## src/rtl/phy_mem_arbiter_pkg.sv

```systemverilog
// Shared arbiter definitions: state encodings, the default starvation limit and the counter width.
// No logic, so no latency or backpressure.
package phy_mem_arbiter_pkg;

    typedef enum logic {
        ARB_CPU = 1'b0,
        ARB_DMA = 1'b1
    } arb_state_t;

    localparam int STARVE_LIMIT_DEF = 4;
    localparam int WAIT_CNT_W       = 4;

endpackage

```

## src/rtl/phy_mem_arbiter_starve_cnt.sv

```systemverilog
// Saturating DMA wait counter; reached is high while the count equals LIMIT.
// Latency: reached updates one cycle after inc/clr. Backpressure: inc is ignored once saturated; clr wins over inc.
module arb_starve_cnt
    import phy_mem_arbiter_pkg::*;
#(
    parameter int LIMIT = STARVE_LIMIT_DEF
) (
    input  logic clk,
    input  logic rst,
    input  logic inc,
    input  logic clr,
    output logic reached
);

    localparam logic [WAIT_CNT_W-1:0] LIM = WAIT_CNT_W'(LIMIT);

    logic [WAIT_CNT_W-1:0] wait_cnt;

    always_ff @(posedge clk or posedge rst) begin
        if (rst) begin
            wait_cnt <= '0;
        end else if (clr) begin
            wait_cnt <= '0;
        end else if (inc && (wait_cnt != LIM)) begin
            wait_cnt <= wait_cnt + 1'b1;
        end
    end

    assign reached = (wait_cnt == LIM);

endmodule

```

## src/rtl/phy_mem_arbiter.sv

```systemverilog
// Two-master physical memory arbiter: the CPU owns memory by default, and DMA is granted after STARVE_LIMIT waiting cycles.
// Latency: the CPU path is combinational. A DMA access holds memory for one cycle plus any downstream stall, and dma_ack follows on the next cycle.
// Backpressure: mem_busy stalls both masters. A DMA grant waits for a CPU write to finish.
module phy_mem_arbiter
    import phy_mem_arbiter_pkg::*;
#(
    parameter int STARVE_LIMIT = STARVE_LIMIT_DEF
) (
    input  logic        clk,
    input  logic        rst,
    input  logic [31:0] cpu_addr,
    input  logic [31:0] cpu_wdata,
    input  logic        cpu_is_write,
    output logic [31:0] cpu_rdata,
    output logic        cpu_busy,
    input  logic        dma_req,
    input  logic [31:0] dma_addr,
    input  logic [31:0] dma_wdata,
    input  logic        dma_is_write,
    output logic [31:0] dma_rdata,
    output logic        dma_ack,
    output logic [31:0] mem_addr,
    output logic [31:0] mem_wdata,
    output logic        mem_is_write,
    input  logic [31:0] mem_rdata,
    input  logic        mem_busy
);

    arb_state_t state;
    logic       reached;
    logic       grant;
    logic       dma_done;
    logic       cnt_inc;
    logic       cnt_clr;

    // A CPU write is never preempted. A deferred grant keeps the saturated count.
    assign grant    = (state == ARB_CPU) && dma_req && reached && !cpu_is_write && !mem_busy;
    assign dma_done = (state == ARB_DMA) && !mem_busy;
    assign cnt_inc  = (state == ARB_CPU) && dma_req;
    assign cnt_clr  = ((state == ARB_CPU) && !dma_req) || dma_done;

    arb_starve_cnt #(
        .LIMIT (STARVE_LIMIT)
    ) u_starve_cnt (
        .clk     (clk),
        .rst     (rst),
        .inc     (cnt_inc),
        .clr     (cnt_clr),
        .reached (reached)
    );

    always_ff @(posedge clk or posedge rst) begin
        if (rst) begin
            state     <= ARB_CPU;
            dma_ack   <= 1'b0;
            dma_rdata <= '0;
        end else begin
            dma_ack <= 1'b0;
            case (state)
                ARB_CPU: begin
                    if (grant) state <= ARB_DMA;
                end
                ARB_DMA: begin
                    if (dma_done) begin
                        if (!dma_is_write) dma_rdata <= mem_rdata;
                        dma_ack <= 1'b1;
                        state   <= ARB_CPU;
                    end
                end
                default: state <= ARB_CPU;
            endcase
        end
    end

    always_comb begin
        mem_addr     = cpu_addr;
        mem_wdata    = cpu_wdata;
        mem_is_write = cpu_is_write;
        cpu_busy     = mem_busy;
        if (state == ARB_DMA) begin
            mem_addr     = dma_addr;
            mem_wdata    = dma_wdata;
            mem_is_write = dma_is_write;
            cpu_busy     = 1'b1;
        end
    end

    assign cpu_rdata = mem_rdata;

endmodule

```

## config.mk

```make
export PLATFORM = sky130hd
export DESIGN_NAME = phy_mem_arbiter
export DESIGN_NICKNAME = d
export VERILOG_FILES = /design/src/rtl/phy_mem_arbiter_pkg.sv /design/src/rtl/phy_mem_arbiter_starve_cnt.sv /design/src/rtl/phy_mem_arbiter.sv
export SDC_FILE = /design/constraint.sdc
export NUM_CORES = 1
export LEC_CHECK = 0
export BUFFER_PORTS_ARGS = -buffer_cell sky130_fd_sc_hd__buf_4
export CAP_MARGIN = 10
export CELL_PAD_IN_SITES_DETAIL_PLACEMENT = 0
export CELL_PAD_IN_SITES_GLOBAL_PLACEMENT = 2
export CORE_AREA = 2 2 125 127
export DETAILED_ROUTE_END_ITERATION = 6
export DIE_AREA = 0 0 127 129
export PLACE_DENSITY_LB_ADDON = 0.1
export SYNTH_ARGS = -nofsm -noshare
export SYNTH_HDL_FRONTEND = slang
export SYNTH_SLANG_ARGS = --single-unit
```

## constraint.sdc

```tcl
create_clock -name clk -period 2 [get_ports clk]
set_input_delay 0.2 -clock clk [delete_from_list [all_inputs] [get_ports clk]]
set_output_delay 0.2 -clock clk [all_outputs]
set_load 0.03 [all_outputs]
```

Word-level counts from Yosys, hierarchy flattened --
Cells that the tools add are included.
Word-level totals: bits in registers 38, input port bits 166, output and inout port bits 131, logic and storage cells 33
Operators by class: $add $sub $neg 1, eq/ne operators 2, mux-type cells 11, bitwise gates (word level) 2, reductions and logical operators 13
Operator list (number):
- $mux 32 | 2
- $mux 4 | 2
- $logic_and 1x1->1 | 7
- $mux 1 | 6
- $add 4x1->4 const B | 1
- $eq 4x3->1 const B | 1
- $ne 4x3->1 const B | 1
- $logic_not 1->1 | 3
- $reduce_and 3->1 | 1
- $not 1->1 | 2
- $pmux 1 s2 | 1
- $reduce_bool 2->1 | 1
- $logic_or 1x1->1 | 1

Depth between registers and ports, before layout --
Gate-level depths: netlist (run 1).
depth after elaboration 7, gate-level depth with buffers 6, gate-level depth less buffers 5

By module --
A second synthesis (run 1) with hierarchy kept.
Second synthesis, totals: cells, all modules 207, area, all modules 2557.5 µm²
By module, submodules not included:
- phy_mem_arbiter | instances 1, cells each 182, area each 2319.7 µm², seq. area each 850.8 µm²
- arb_starve_cnt | instances 1, cells each 25, area each 237.7 µm², seq. area each 100.1 µm²

Worst setup path before layout (run 1) --
No wires, ideal clock.
path kind reg2out, from register state, to output mem_addr[12], arrival time 1.268 ns, required time 1.800 ns, setup slack 0.532 ns, stages on the path, launching flop included 5, path buffers 3, cells stage by stage dfrtp_1 -> buf_6 -> buf_2 -> buf_2 -> mux2_2
On the way: word-level cells in the longest chain between the ends 1
RTL lines:
- start, declared | RTL line phy_mem_arbiter.sv:29 | arb_state_t state;
- start signal, assigned | RTL line phy_mem_arbiter.sv:54 | state <= ARB_CPU;
- start signal, assigned | RTL line phy_mem_arbiter.sv:61 | if (grant) state <= ARB_DMA;
- start signal, assigned | RTL line phy_mem_arbiter.sv:67 | state <= ARB_CPU;
- $mux 32 | RTL line phy_mem_arbiter.sv:80 | if (state == ARB_DMA) begin
- end, declared | RTL line phy_mem_arbiter.sv:22 | output logic [31:0] mem_addr,
No other way between the ends.

Worst setup path after layout (run 1) --
from register state, to output mem_addr[30]
Same word-level chain as after synthesis.

==> results by group, run 1 <==
Synthesis
  – Mapped Area: 0.00267 mm^2
  – Synth top area share: 0.356
  – Warnings, synthesis: 0
  – Post-synthesis cell type count: 22
  – Top post-synthesis cells by area: dfrtp_1, mux2_2, mux2_4
  – Sequential share of the synthesized area: 0.356
  – Syn Area/Cell: 13.1 um^2
  – Synth area leader: dfrtp_1
  – Synth Register Bits: 38
  – Syn nets: 372
  – Cells after synthesis: 204

Run
  – Max-cap violations: 0

STA
  – Endpoints failing setup: 0
  – Worst Tran Pin Value: 0.498 ns
  – Rel. slew slack: 0.668
  – Hold Violations, Final: 0
  – Min Tclk post-route: 1.71 ns
  – RSZ-0062 raised after global routing: false
  – Period utilization: 0.855
  – Slew Viols, Final: 0
  – Final clock skew: 0.00339 ns
  – Setup TNS: 0 ns
  – Fmax: 0.585 GHz

GRT
  – Gr ovfl total: 0
  – First-pass GRT wire length: 13.8 mm
  – Vias in the first global route: 2,563
  – GRT Util Overall: 0.111
  – Largest net degree at the start of global routing: 51
  – Initial antenna violation count: 0

Placement
  – HPWL after DPL: 8.38 mm
  – PortBufs: 296
  – Dpl cell area: 0.00485 mm^2
  – GP Congestion: 0.691

Die
  – Starting Density: 0.178
  – Die W: 127 um
  – I/O pin count: 297
  – Area of the core: 0.0150 mm^2
  – Die area: 0.0164 mm^2
  – Chip height: 129 um
  – Core Rows: 45

CTS
  – Post-CTS sizing: 0
  – CTS tree: built
  – CTS Hold Bufs: 0
  – Setup Fix Bufs, Post-CTS: 0
  – # H-tree levels: 2
  – Root Driver: clkbuf_16
  – Clk Latency, worst-skew pair: 0.27 ns
  – Clock buffer count from CTS: 5
  – Clock transition at path regs: 0.06 ns
  – Clock Path Buffers: 2
  – Clk sinks: 38

Critical path
  – CP Data Arrival Time: 1.51 ns
  – CP Class: reg -> out
  – Critical path capture point type: output port
  – Worst path required time: 1.80 ns
  – CP Launch Type: flop
  – Critical Path Fanout Max: 50

Layout
  – Synthesis-to-layout area growth: 86.8%
  – Most frequent cells in the layout: buf_4, mux2_2, dfrtp_1
  – Design area: 0.00499 mm^2
  – Commonest non-fill, non-tap cell in the layout: buf_4
  – ANT cells: 0
  – Layout cells sized above 1: 0.874
  – Layout Nets: 635

Pwr
  – Static Leak: 2.55 nW
  – Power Density: 604 mW/mm^2
  – Worst vdd ir: 0.299 mV
  – Total Power: 0.00302 W

Status
  – Status: finished, final reports clean

Drt
  – Routed vias/inst: 3.83
  – Final WL: 10.0 mm
  – TritonRoute pass-1 iters: 4
  – Wire per inst: 15.3 um
  – Detailed Route Iter0 Violations: 82
  – DRC viols: 0
  – Antenna viol nets, final: 0
  – Via count: 2,511

Hold path
  – Worst hold path type: in -> async
## sequential cells by signal, summed over array words and instances, names as in the netlist
name,cells
u_starve_cnt.wait_cnt,4
state,1
dma_rdata,32
dma_ack,1
## logic make-up after synthesis
group | synth area share
AOI/OAI and AO/OA | 0.0211
adders and majority gates | 0.00936
buffers and inverters | 0.130
DFF | 0.356
muxes | 0.455
and+or+nand+nor | 0.0290
## metrics by stage
step                hold WS [ns]  std cells  utilization  worst slack (ns)
global route              0.0948        655        0.333             0.219
floorplan                  0.261        204            -             0.532
CTS                       0.0733        655        0.333             0.271
global placement           0.373        648        0.324             0.546
detailed placement         0.371        648        0.324             0.525
finish                    0.0538        655        0.333             0.291
## critical path, cell delays in order (launching register included)
cell	delay [ns]
dfrtp_2	0.39
buf_12	0.26
mux2_2	0.37
buf_4	0.17
## final timing paths
check                              from             to  slack [ns]  cells past startpoint
max                               state   mem_addr[30]        0.29                      3
min                                 rst   dma_rdata[0]        0.05                      3
max reg2reg                       state  dma_rdata[17]        0.52                      4
min reg2reg                dma_rdata[3]   dma_rdata[3]        0.51                      1
max in group asynchronous           rst          state        1.58                      3
min in group clk           cpu_is_write          state        0.13                      2
## power breakdown
part           internal [W]  switching [W]  leakage [nW]
sequential         0.000877      0.0000618         0.516
clock              0.000454       0.000279        0.0629
combinational      0.000670       0.000675          1.97
## layer usage
layer | routed length, um | GRT usage | part of all wire
met1 | 3630 | 0.127 | 0.36
met2 | 5510 | 0.207 | 0.55
met3 | 820 | 0.0295 | 0.082
met4 | 48 | 0.0233 | 0.0048
met5 | 0 | 0 | 0
## Yosys cell counts
library cell,n
a211o_1,1
a22o_1,3
and2_1,1
buf_2,7
buf_4,32
buf_6,5
dfrtp_1,38
ha_1,2
inv_1,4
mux2_2,68
mux2_4,30
nand2_1,1
nand2b_1,1
nand3_1,2
nand3b_1,1
nor2_1,1
nor2b_1,1
nor2b_4,2
o211ai_1,1
o21ai_0,1
o41ai_1,1
or2_2,1
## cell type report
class / count / area [um^2]
clock buffer: 6 / 129
clock inverter: 1 / 7.51
fill: 1538 / 9990
inverter: 4 / 15.0
multi-input combinational: 118 / 1380
sequential: 38 / 952
tap: 188 / 235
timing repair buffer: 300 / 2280
Power figures use the tool's default switching activity.
==> inputs of run 2 (changes only) <==
ABC_AREA = 1   (was not set)
CORE_AREA = 2 2 141 143   (was 2 2 125 127)
DIE_AREA = 0 0 143 145   (was 0 0 127 129)
==> run 2 against run 1 <==
- sequential cell count stayed put
- die area is 27% higher
- routed wire length is 41% higher
- non-clock buffer count is 4 higher
- clock power is 10% higher
- register-to-register slack worse by 0.13 ns
- clock skew hardly changed
- global-route usage is 1.7 points higher
- clock-buffer cell count stayed put
- maximum frequency is 3.3% lower
- critical path type unchanged
==> results by group, run 2 <==
Layout
  – Most frequent cells in the layout: buf_4, nand2_1, nand3_1 (was buf_4, mux2_2, dfrtp_1)
  – Largest registers in the final layout: dma_rdata (32), u_starve_cnt.wait_cnt (4) (unchanged)
  – Layout fillers: 2,148 (was 1,538)
  – Commonest non-fill, non-tap cell in the layout: buf_4 (unchanged)
  – ANT cells: 0 (unchanged)
  – Largest reg by FF count: dma_rdata (unchanged)
  – Max reg flops: 32 (unchanged)
  – Layout cells sized above 1: 0.462 (was 0.874)
  – Layout Nets: 849 (was 635)
  – Synthesis-to-layout area growth: 92.4% (was 86.8%)

Drt
  – Wire per inst: 14.9 um (was 15.3 um)
  – DRC viols: 0 (unchanged)
  – Antenna viol nets, final: 0 (unchanged)
  – Routed vias/inst: 3.72 (was 3.83)
  – Via count: 3,520 (was 2,511)
  – Final WL: 14.1 mm (was 10.0 mm)
  – Detailed Route Iter0 Violations: 125 (was 82)
  – TritonRoute pass-1 iters: 4 (unchanged)

Critical path
  – Crit-path max cell delay: 0.41 ns (was 0.39 ns)
  – CP Class: reg -> out (unchanged)
  – Worst path required time: 1.80 ns (about the same)
  – CP Data Arrival Time: 1.57 ns (was 1.51 ns)
  – Reg2Reg Setup Slack: 0.39 ns (was 0.52 ns)
  – Reg2reg path depth: 6 (was 4)
  – Critical Path Fanout Max: 39 (was 50)
  – Critical R2R Capture: dma_rdata[22] (was dma_rdata[17])
  – Critical path capture point type: output port (unchanged)
  – CP Launch Type: flop (unchanged)
  – Master of the slowest instance on the critical path: dfrtp_2 (unchanged)
  – Worst Setup SP: state (unchanged)
  – Critical Path Sink: mem_addr[6] (was mem_addr[30])
  – Reg2reg start: state (unchanged)
  – CP Cell Sequence: inv_2 > buf_4 > nand2_1 > nand2_1 > buf_4 (was buf_12 > mux2_2 > buf_4)

Die
  – Core Rows: 51 (was 45)
  – Chip height: 145 um (was 129 um)
  – Die W: 143 um (was 127 um)
  – Die area: 0.0207 mm^2 (was 0.0164 mm^2)
  – I/O pin count: 297 (unchanged)
  – Starting Density: 0.137 (was 0.178)
  – Area of the core: 0.0192 mm^2 (was 0.0150 mm^2)

Synthesis
  – Synth top cells by count: nand2_1, dfrtp_1, nand3_1 (was mux2_2, dfrtp_1, buf_4)
  – Sequential share of the synthesized area: 0.361 (was 0.356)
  – Post-synthesis async set-or-reset flop share: 1.00 (unchanged)
  – Synth top area share: 0.388 (was 0.356)
  – Syn nets: 593 (was 372)
  – Post-synthesis cell type count: 16 (was 22)
  – Synth area leader: nand2_1 (was dfrtp_1)
  – Syn Area/Cell: 6.20 um^2 (was 13.1 um^2)
  – Synth Register Bits: 38 (unchanged)
  – Number of synthesized flops with an enable pin: 0 (unchanged)
  – Mapped Area: 0.00263 mm^2 (was 0.00267 mm^2)
  – Ys flop type: dfrtp_1 (unchanged)
  – Warnings, synthesis: 0 (unchanged)
  – Most common cell in the netlist: nand2_1 (was mux2_2)
  – Top post-synthesis cells by area: nand2_1, dfrtp_1, buf_4 (was dfrtp_1, mux2_2, mux2_4)
  – Cells after synthesis: 425 (was 204)

STA
  – Slew Viols, Final: 0 (unchanged)
  – Setup TNS: 0 ns (unchanged)
  – RSZ-0062 raised after global routing: false (unchanged)
  – Hold Violations, Final: 0 (unchanged)
  – Period utilization: 0.884 (was 0.855)
  – Worst Tran Pin Value: 0.800 ns (was 0.498 ns)
  – Worst hold slack: 0.161 ns (was 0.0538 ns)
  – Fmax: 0.566 GHz (was 0.585 GHz)
  – Rel. slew slack: 0.465 (was 0.668)
  – Endpoints failing setup: 0 (unchanged)
  – Final clock skew: 0.00356 ns (was 0.00339 ns)
  – Min Tclk post-route: 1.77 ns (was 1.71 ns)

CTS
  – Root Driver: clkbuf_16 (unchanged)
  – CTS tree: built (unchanged)
  – Clock buffer count from CTS: 5 (unchanged)
  – Clock Path Buffers: 2 (unchanged)
  – Clk sinks: 38 (unchanged)
  – # H-tree levels: 2 (unchanged)
  – Setup Fix Bufs, Post-CTS: 0 (unchanged)
  – Clock transition at path regs: 0.06 ns (about the same)
  – Clk Latency, worst-skew pair: 0.28 ns (was 0.27 ns)

GRT
  – Gr ovfl total: 0 (unchanged)
  – Largest net degree at the start of global routing: 69 (was 51)
  – Vias in the first global route: 3,508 (was 2,563)
  – Initial antenna violation count: 0 (unchanged)
  – GRT Util Overall: 0.127 (was 0.111)
  – First-pass GRT wire length: 20.5 mm (was 13.8 mm)

Placement
  – PortBufs: 296 (unchanged)
  – HPWL after DPL: 11.3 mm (was 8.38 mm)
  – GP Congestion: 0.763 (was 0.691)

Pwr
  – Clock share of power: 0.197 (was 0.243)
  – Pint: 0.00233 W (was 0.00200 W)
  – Worst vdd ir: 0.369 mV (was 0.299 mV)
  – Power Density: 810 mW/mm^2 (was 604 mW/mm^2)
  – Switching pwr: 0.00177 W (was 0.00102 W)
  – Gate power share: 0.519 (was 0.446)
  – Static Leak: 2.97 nW (was 2.55 nW)
  – Net Sw Frac: 0.432 (was 0.337)
  – Seq pwr share: 0.284 (was 0.311)

Hold path
  – Worst hold path type: in -> reg (was in -> async)
  – Hold depth: 3

Status
  – Status: finished, final reports clean (unchanged)

Run
  – Max-cap violations: 0 (unchanged)
==> run 2: area by class of cell <==
cell class              instances  area (um^2)  area share
flip-flops and latches         38          952       0.188
inverters                       9         33.8     0.00667
repair buffers                304         2300       0.454
clock buffers                   6          139      0.0274
clock inverters                 2         12.5     0.00247
multi-input cells             323         1300       0.256
well taps                     265          332      0.0654
==> run 2: per-layer routing <==
metal,up-vias,global-route usage,share of wire
li1,1773,-,-
met4,0,0.0178,0.0033
met3,2,0.0436,0.11
met2,169,0.240,0.51
met5,-,0,0
met1,1576,0.138,0.38
==> run 2: how the worst min path moves through the flow <==
| stage | startpoint | endpoint | slack (ns) |
|---|---|---|---|
| 6_report | mem_rdata[3] | dma_rdata[3] | 0.16 |
| 5_1_grt | mem_rdata[29] | dma_rdata[29] | 0.16 |
| 4_1_cts | mem_rdata[3] | dma_rdata[3] | 0.15 |
| 3_5_place_dp | rst | dma_rdata[21] | 0.17 |
| 3_3_place_gp | rst | dma_rdata[21] | 0.16 |
| 2_1_floorplan | mem_rdata[0] | dma_rdata[0] | 0.34 |
==> run 2: logic make-up after synthesis <==
| group | share of synthesized area |
|---|---|
| AND/OR/NAND/NOR | 0.478 |
| adder cells (fa/ha/maj) | 0.00950 |
| flip-flops | 0.361 |
| buffers and inverters | 0.146 |
| AO/OA/AOI/OAI | 0.00475 |
==> run 2: metrics by stage <==
stage	std cells	setup slack [ns]	area, um^2	total power, W	util
detailed placement	938	0.310	4900	0.00335	0.255
global route	947	0.138	5070	0.00438	0.264
floorplan	425	0.666	2630	0.00236	-
CTS	947	0.0265	5060	0.00419	0.264
finish	947	0.233	5070	0.00411	0.264
global placement	938	0.331	4900	0.00334	0.255
==> run 2: worst max-delay path: cells and delay by family, from the launching register on <==
family | cells | cell delay, ns
buffers and inverters | 3 | 0.64
and+or+nand+nor | 2 | 0.22
DFF | 1 | 0.41
==> run 2: timing repair <==
item	in CTS	in global routing
setup endpoints to repair	0	2
hold endpoints to repair	5	0
resized for setup	0	1
hold buffers	1	0
==> run 2: power by group through the flow <==
stage | logic, W | registers [W] | clock network (W)
3_5_place_dp | 0.00217 | 0.00118 | 0
4_1_cts | 0.00217 | 0.00117 | 0.000845
6_report | 0.00213 | 0.00117 | 0.000810
3_3_place_gp | 0.00217 | 0.00117 | 0
2_1_floorplan | 0.000776 | 0.00159 | 0
5_1_grt | 0.00230 | 0.00120 | 0.000873
==> inputs of run 3 (changes only) <==
CAP_MARGIN = not set   (was 10)
CORE_AREA = 5 5 144 146   (was 2 2 141 143)
DIE_AREA = 0 0 149 151   (was 0 0 143 145)
==> run 3 against run 2 <==
- via count unchanged
- utilization about the same
- clock skew up 0.0016 ns
- setup slack better by 0.077 ns
- hold slack worse by 0.0052 ns
- cell count unchanged
- combinational power about the same
- total power up 0.51%
- largest cell class unchanged
- highest routed layer unchanged
==> results by group, run 3 (synthesis gave the netlist of run 2 again) <==
Status
  – Status: finished, final reports clean (unchanged)

Layout
  – Commonest non-fill, non-tap cell in the layout: buf_4 (unchanged)
  – Layout fillers: 2,176 (was 2,148)
  – Design area: 0.00509 mm^2 (was 0.00507 mm^2)
  – Largest registers in the final layout: dma_rdata (32), u_starve_cnt.wait_cnt (4) (unchanged)
  – Synthesis-to-layout area growth: 93.2% (was 92.4%)
  – Layout cells sized above 1: 0.462 (unchanged)
  – FF/Latch Area: 952 um^2 (unchanged)
  – Most frequent cells in the layout: buf_4, nand2_1, nand3_1 (unchanged)
  – Max reg flops: 32 (unchanged)
  – Area of the multi-input gates: 0.00130 mm^2 (unchanged)
  – Largest reg by FF count: dma_rdata (unchanged)
  – ANT cells: 0 (unchanged)
  – Layout Nets: 849 (unchanged)

GRT
  – Initial antenna violation count: 0 (unchanged)
  – First-pass GRT wire length: 21.2 mm (was 20.5 mm)
  – GRT Util Overall: 0.121 (was 0.127)
  – Largest net degree at the start of global routing: 69 (unchanged)
  – Gr ovfl total: 0 (unchanged)
  – Vias in the first global route: 3,505 (was 3,508)

Critical path
  – CP Data Arrival Time: 1.49 ns (was 1.57 ns)
  – Critical Path Fanout Max: 66 (was 39)
  – Critical path capture point type: output port (unchanged)
  – Reg2reg start: state (unchanged)
  – Reg2reg path depth: 6 (unchanged)
  – Worst path required time: 1.80 ns (about the same)
  – CP Launch Type: flop (unchanged)
  – Critical R2R Capture: dma_rdata[19] (was dma_rdata[22])
  – Reg2Reg Setup Slack: 0.58 ns (was 0.39 ns)
  – CP Class: reg -> out (unchanged)

STA
  – Endpoints failing setup: 0 (unchanged)
  – Fmax: 0.592 GHz (was 0.566 GHz)
  – Slew Viols, Final: 0 (unchanged)
  – Worst Tran Pin Value: 0.541 ns (was 0.800 ns)
  – RSZ-0062 raised after global routing: false (unchanged)
  – Worst hold slack: 0.156 ns (was 0.161 ns)
  – Period utilization: 0.845 (was 0.884)
  – Final clock skew: 0.00515 ns (was 0.00356 ns)
  – Min Tclk post-route: 1.69 ns (was 1.77 ns)
  – Rel. slew slack: 0.639 (was 0.465)
  – Setup TNS: 0 ns (unchanged)
  – Hold Violations, Final: 0 (unchanged)

CTS
  – Clock Path Buffers: 2 (unchanged)
  – Post-CTS sizing: 0 (unchanged)
  – Clk sinks: 38 (unchanged)
  – Clock buffer count from CTS: 5 (unchanged)
  – Clk Latency, worst-skew pair: 0.28 ns (about the same)
  – # H-tree levels: 2 (unchanged)
  – Root Driver: clkbuf_16 (unchanged)
  – Clock transition at path regs: 0.06 ns (about the same)
  – CTS tree: built (unchanged)

Pwr
  – Worst vdd ir: 0.446 mV (was 0.369 mV)
  – Power Density: 811 mW/mm^2 (was 810 mW/mm^2)
  – Total Power: 0.00413 W (was 0.00411 W)
  – Static Leak: 2.98 nW (was 2.97 nW)

Drt
  – DRC viols: 0 (unchanged)
  – Detailed Route Iter0 Violations: 99 (was 125)
  – Final WL: 14.7 mm (was 14.1 mm)
  – TritonRoute pass-1 iters: 4 (unchanged)
  – Wire per inst: 15.5 um (was 14.9 um)
  – Routed vias/inst: 3.72 (unchanged)
  – Antenna viol nets, final: 0 (unchanged)
  – Via count: 3,520 (unchanged)

Placement
  – GP Congestion: 0.719 (was 0.763)
  – Dpl cell area: 0.00493 mm^2 (was 0.00490 mm^2)
  – PortBufs: 296 (unchanged)
  – HPWL after DPL: 12.0 mm (was 11.3 mm)

Die
  – Die area: 0.0225 mm^2 (was 0.0207 mm^2)
  – Chip height: 151 um (was 145 um)
  – Die W: 149 um (was 143 um)
  – Core Rows: 51 (unchanged)
  – Starting Density: 0.137 (about the same)
  – Area of the core: 0.0193 mm^2 (was 0.0192 mm^2)
  – I/O pin count: 297 (unchanged)

Hold path
  – Worst hold path type: in -> reg (unchanged)
  – Hold depth: 3 (unchanged)
  – Hold Path Sink: dma_rdata[29] (was dma_rdata[3])
  – Worst Hold Launch: mem_rdata[29] (was mem_rdata[3])

Run
  – Max-cap violations: 0 (unchanged)
-- run 3: worst max-delay path by stage --
stage	start	end	slack, ns	depth (start not counted)
finish	state	mem_addr[8]	0.31	5
global route	state	mem_addr[8]	0.21	5
CTS	state	mem_addr[8]	0.27	5
detailed placement	state	dma_rdata[14]	0.55	6
global placement	state	mem_addr[8]	0.58	5
floorplan	state	mem_addr[0]	0.67	5
-- run 3: layout make-up --
| class | count | area share |
|---|---|---|
| inverters | 9 | 0.00664 |
| multi-input cells | 323 | 0.255 |
| repair buffers | 304 | 0.456 |
| flip-flops and latches | 38 | 0.187 |
| clock buffers | 6 | 0.0273 |
| clock inverters | 2 | 0.00246 |
| well taps | 265 | 0.0652 |
-- run 3: where the power goes --
part | switching (W) | internal [W] | total (W)
clock | 0.000318 | 0.000494 | 0.000812
combinational | 0.00131 | 0.000839 | 0.00215
sequential | 0.000160 | 0.00101 | 0.00117
total | 0.00179 | 0.00234 | 0.00413
-- run 3: per-stage QoR --
| stage | setup WS (ns) | instances | util |
|---|---|---|---|
| CTS | 0.268 | 947 | 0.264 |
| floorplan | 0.666 | 425 | - |
| finish | 0.310 | 947 | 0.264 |
| detailed placement | 0.547 | 938 | 0.256 |
| global route | 0.213 | 947 | 0.264 |
| global placement | 0.575 | 938 | 0.256 |
-- run 3: worst max-delay path, stage by stage, from the launching register on --
cell     delay [ns]
dfrtp_2        0.42
inv_2          0.10
buf_12         0.27
nand2_1        0.08
nand2_1        0.11
buf_4          0.17
-- run 3: repair_timing --
item / in CTS / in global routing
buffers inserted: 0 / 0
hold buffers: 1 / 0
hold endpoints to repair: 11 / 0
-- run 3: layer usage --
metal	GRT usage	vias up	wire length [um]	share of wire
li1	-	1771	-	-
met1	0.145	1562	5800	0.40
met2	0.212	180	7260	0.49
met3	0.0428	7	1530	0.10
met4	0.0206	0	85	0.0058
met5	0	-	0	0
